===== src/rtl/key_cond_pkg.sv =====
// Shared constants for the key conditioner: debounce defaults and FSM state encoding.
package key_cond_pkg;

  localparam int DEF_DEBOUNCE_CYCLES = 1_000_000;
  localparam int DEF_CNT_WIDTH       = 20;

  typedef logic [1:0] state_t;

  // Gray-ordered so each legal transition flips a single bit.
  localparam state_t IDLE_LOW  = 2'b00;
  localparam state_t WAIT_HIGH = 2'b01;
  localparam state_t IDLE_HIGH = 2'b11;
  localparam state_t WAIT_LOW  = 2'b10;

endpackage


===== src/rtl/sync2.sv =====
// Two-flop synchronizer for a single asynchronous input bit.
module sync2 (
  input  logic Clk,
  input  logic Reset,
  input  logic d,
  output logic q
);

  logic s1;

  // NOTE: non-blocking assignments keep s1 and q as two distinct flops; blocking would collapse the chain.
  always_ff @(posedge Clk) begin
    if (Reset) begin
      s1 <= 1'b0;
      q  <= 1'b0;
    end else begin
      s1 <= d;
      q  <= s1;
    end
  end

endmodule


===== src/rtl/key_conditioner.sv =====
// Debounces a raw key/switch into a registered level plus one-cycle rise and fall pulses.
module key_conditioner
  import key_cond_pkg::*;
#(
  parameter int DEBOUNCE_CYCLES = DEF_DEBOUNCE_CYCLES,
  parameter int CNT_WIDTH       = DEF_CNT_WIDTH
) (
  input  logic Clk,
  input  logic Reset,
  input  logic Raw,
  output logic Level,
  output logic Rise,
  output logic Fall
);

  localparam logic [CNT_WIDTH-1:0] CNT_LAST = CNT_WIDTH'(DEBOUNCE_CYCLES - 1);

  logic                 s2;
  state_t               state;
  logic [CNT_WIDTH-1:0] cnt;

  sync2 u_sync2 (
    .Clk   (Clk),
    .Reset (Reset),
    .d     (Raw),
    .q     (s2)
  );

  always_ff @(posedge Clk) begin
    if (Reset) begin
      state <= IDLE_LOW;
      cnt   <= '0;
      Level <= 1'b0;
      Rise  <= 1'b0;
      Fall  <= 1'b0;
    end else begin
      // NOTE: pulses default low every cycle; only the accepting branch raises one for a single cycle.
      Rise <= 1'b0;
      Fall <= 1'b0;
      case (state)
        IDLE_LOW: begin
          if (s2) begin
            state <= WAIT_HIGH;
            cnt   <= '0;
          end
        end
        WAIT_HIGH: begin
          if (!s2) begin
            state <= IDLE_LOW;
            cnt   <= '0;
          end else if (cnt == CNT_LAST) begin
            state <= IDLE_HIGH;
            Level <= 1'b1;
            Rise  <= 1'b1;
          end else begin
            cnt <= cnt + 1'b1;
          end
        end
        IDLE_HIGH: begin
          if (!s2) begin
            state <= WAIT_LOW;
            cnt   <= '0;
          end
        end
        WAIT_LOW: begin
          if (s2) begin
            state <= IDLE_HIGH;
            cnt   <= '0;
          end else if (cnt == CNT_LAST) begin
            state <= IDLE_LOW;
            Level <= 1'b0;
            Fall  <= 1'b1;
          end else begin
            cnt <= cnt + 1'b1;
          end
        end
        default: begin
          state <= IDLE_LOW;
          cnt   <= '0;
        end
      endcase
    end
  end

endmodule


===== config.mk =====
export PLATFORM = sky130hd
export DESIGN_NAME = key_conditioner
export DESIGN_NICKNAME = d
export VERILOG_FILES = /design/src/rtl/key_cond_pkg.sv /design/src/rtl/sync2.sv /design/src/rtl/key_conditioner.sv
export SDC_FILE = /design/constraint.sdc
export NUM_CORES = 1
export LEC_CHECK = 0
export CORE_AREA = 2 2 56 52
export CTS_BUF_LIST = sky130_fd_sc_hd__clkbuf_4
export DETAILED_ROUTE_END_ITERATION = 12
export DIE_AREA = 0 0 58 54
export DONT_BUFFER_PORTS = 1
export PLACE_DENSITY = 0.78
export SLEW_MARGIN = 0
export SYNTH_ARGS = -nofsm -noshare
export SYNTH_HDL_FRONTEND = slang
export SYNTH_SLANG_ARGS = --single-unit

===== constraint.sdc =====
create_clock -name Clk -period 2.4 [get_ports Clk]
set_input_delay 0.72 -clock Clk [delete_from_list [all_inputs] [get_ports Clk]]
set_output_delay 0.72 -clock Clk [all_outputs]
set_load 0.05 [all_outputs]

==> flow_summary.yaml <==
status:
  status: "finished, final reports clean"
cts:
  cts_max_path_buffers: 2
  postCtsHoldBufs: 0
  clock_sinks: 27
  path_clk_slew_ns: 0.16
  cts_buffers: 3
  clk_latency_ns: 0.35
  cts_setup_buffers: 0
  tritoncts: "built"
  cts-root-buf: "clkbuf_4"
  htreeDepth: 1
  post_cts_resized: 0
timing:
  fin_ws_ns: 0.3640
  finalHoldViolCount: 0
  fin_skew_ns: 0.009673
  holdWs_ns: 0.4065
  maxSlewHeadroom_pct: 56.60
  fin_crit_ns: 2.036
  fin_tns_setup_ns: 0
  post-route-period-util_pct: 84.83
  tightest_slew_ns: 0.6503
  drv_slew: 0
  fmax_mhz: 491.2
  final-setup-viol-count: 0
  rsz0062_at_grt: "no"
critical_path:
  cp-start-kind: "register"
  max_stage_delay_ns: 0.42
  crit_path_end_kind: "register"
  cp_cell_sequence: "inv_1, ha_1, or3b_1, a21oi_1, o21ai_0, a311oi_1"
  cp_max_fo: 5
  cpMaxStageDelayCell: "dfxtp_1"
  path_class: "reg -> reg"
  r2r_cells: 6
  arrival_ns: 2.31
  critPathRequiredTime_ns: 2.67
global_routing:
  antenna_found_initial: 0
  grt_util_all_layers_pct: 23.57
  grt_max_degree: 23
  gr-total-overflow: 0
  grt_pass1_vias: 1212
  grt_pass1_wl_mm: 5.568
place:
  io_buffers: 0
  placed_area_um2: 1595
  hpwl_mm: 2.356
  post-place-ws_ns: 0.4190
  gp_congestion: 0.9047
  dp.cells: 207
power_and_ir_drop:
  leakage_nw: 0.5007
  ir_drop_mv: 0.4621
  p_per_area_nw_per_um2: 562.3
route:
  finalWirelength_mm: 3.332
  drtIter0Drc: 57
  drc: 0
  post_drt_wl_per_cell_um: 15.79
  vias: 1377
  via_per_inst: 6.526
  drt_pass1_iterations: 4
  ant_nets: 0
final_layout:
  area_growth_pct: 2.767
  fin_area_um2: 1627
  seq_area_um2: 540.5
  final_layout_size_suffix_gt1_share_pct: 7.182
  fillerInstances: 236
  fin_cells: 211
  n_antenna_cell: 0
  fin_nets: 190
  multiInputGateArea_um2: 968.4
synthesis:
  syn-num-nets: 192
  async_flop_share_pct: 0
  synth_largest_area_cell: "dfxtp_1"
  synth_edf_count: 0
  syn_area_um2: 1583
  synth-main-ff-cell: "dfxtp_1"
  ys_ff_latch: 27
  synth-seq-area-share_pct: 34.15
  yosys_warnings: 0
  netlist_instances: 184
  synth_area_leaders: "dfxtp_1 (34%), mux2i_1 (7.0%), nand3_1 (5.1%), nand3b_1 (4.7%), a21oi_1 (4.1%)"
  yosysTopAreaCellShare_pct: 34.15
  ys_types: 44
  avgSynthCellArea_um2: 8.602
die:
  dieHeight_um: 54
  rows: 18
  start_util_pct: 60.58
  dieArea_um2: 3132
  core_um2: 2613
  io_pins: 6
  die_w_um: 58
run:
  maxCapViolations: 0
worst_hold_path:
  hp-class: "in -> reg"
  whs_path_depth: 1
[synth_stat cells (2+ instances only)]
cell type and n:
dfxtp_1 27, nand2_1 16, nand3_1 16, a21oi_1 13
mux2i_1 11, nand3b_1 10, clkbuf_1 7, inv_1 7
nand4_1 6, a31oi_1 5, ha_1 5, or4_1 5
and3_1 4, o21ai_1 4, o31ai_1 4, and2_1 3
and4_1 3, nor2_1 3, nor3_1 3, nor4_1 3
buf_2 2, nor2b_1 2, o211ai_1 2, o21ai_0 2
or4b_1 2
[per-stage QoR]
stage	power, mW	utilization [%]
4_1_cts	0.9144	62.26
5_1_grt	0.9557	62.26
3_3_place_gp	0.6885	61.06
2_1_floorplan	0.6507	-
3_5_place_dp	0.6989	61.06
6_report	0.9146	62.26
[cell type report]
class | count | area share (%)
clock inverters | 1 | 0.5385
inverters | 7 | 1.615
multi-input cells | 140 | 59.54
flip-flops and latches | 27 | 33.23
repair buffers | 3 | 1.385
clock buffers | 3 | 1.385
well taps | 30 | 2.308
[per-layer routing]
metal	share of wire [%]	track usage, %
met2	46	36.93
met5	0	0
met1	48	31.53
met4	1.3	8.915
met3	4.5	5.769
[layout by cell type (no fill, tap or decap), types with 2 or more instances in the layout]
master    synthesis  routed
a21oi_1          13      13
buf_4             0       3
dfxtp_1          27      27
o31ai_1           4       4
or4b_1            2       2
nand3_1          16      16
a31oi_1           5       5
nand4_1           6       6
nor3_1            3       3
nand3b_1         10      10
o21ai_0           2       2
clkbuf_4          0       3
or4_1             5       5
nor4_1            3       3
mux2i_1          11      11
nand2_1          16      16
o211ai_1          2       2
and4_1            3       3
nor2b_1           2       2
nor2_1            3       3
ha_1              5       5
and3_1            4       4
and2_1            3       3
inv_1             7       7
o21ai_1           4       4
[cell families (layout without fill, tap and decap cells)]
family	after synthesis	count (layout)	share of synthesized area (%)
simple gates	84	84	33.04
compound gates	37	37	15.02
flops	27	27	34.15
buf+inv	17	14	4.665
mux	13	13	8.617
fa+ha+maj	5	5	3.953
xor+xnor	1	1	0.5535
[path summary, 6_finish.rpt]
path	start	end	slack, ns
max reg2reg	state[0]$_SDFFE_PP0P_	cnt[16]$_SDFFE_PP0P_	0.36
min reg2reg	u_sync2.s1$_SDFF_PP0_	u_sync2.q$_SDFF_PP0_	0.45
min	Reset	u_sync2.q$_SDFF_PP0_	0.41
max	state[0]$_SDFFE_PP0P_	cnt[16]$_SDFFE_PP0P_	0.36
[worst max-delay path, delay by kind of cell, from the launching register on]
| kind | cells | cell delay, ns |
|---|---|---|
| DFF | 1 | 0.42 |
| adders and majority gates | 1 | 0.25 |
| AOI/OAI and AO/OA | 3 | 0.81 |
| buffers and inverters | 1 | 0.08 |
| and+or+nand+nor | 1 | 0.40 |
[sequential cells by signal, indices dropped and copies added, names as in the netlist]
| name | cells |
|---|---|
| u_sync2.q | 1 |
| state | 2 |
| Rise | 1 |
| u_sync2.s1 | 1 |
| cnt | 20 |
| Level | 1 |
| Fall | 1 |
[report_power, final]
| group | switching [mW] | total [mW] | internal (mW) |
|---|---|---|---|
| registers | 0.0296 | 0.494 | 0.464 |
| clock network | 0.153 | 0.221 | 0.0685 |
| logic | 0.129 | 0.199 | 0.0701 |
| total | 0.312 | 0.915 | 0.603 |
(Power assumes the default switching activity.)
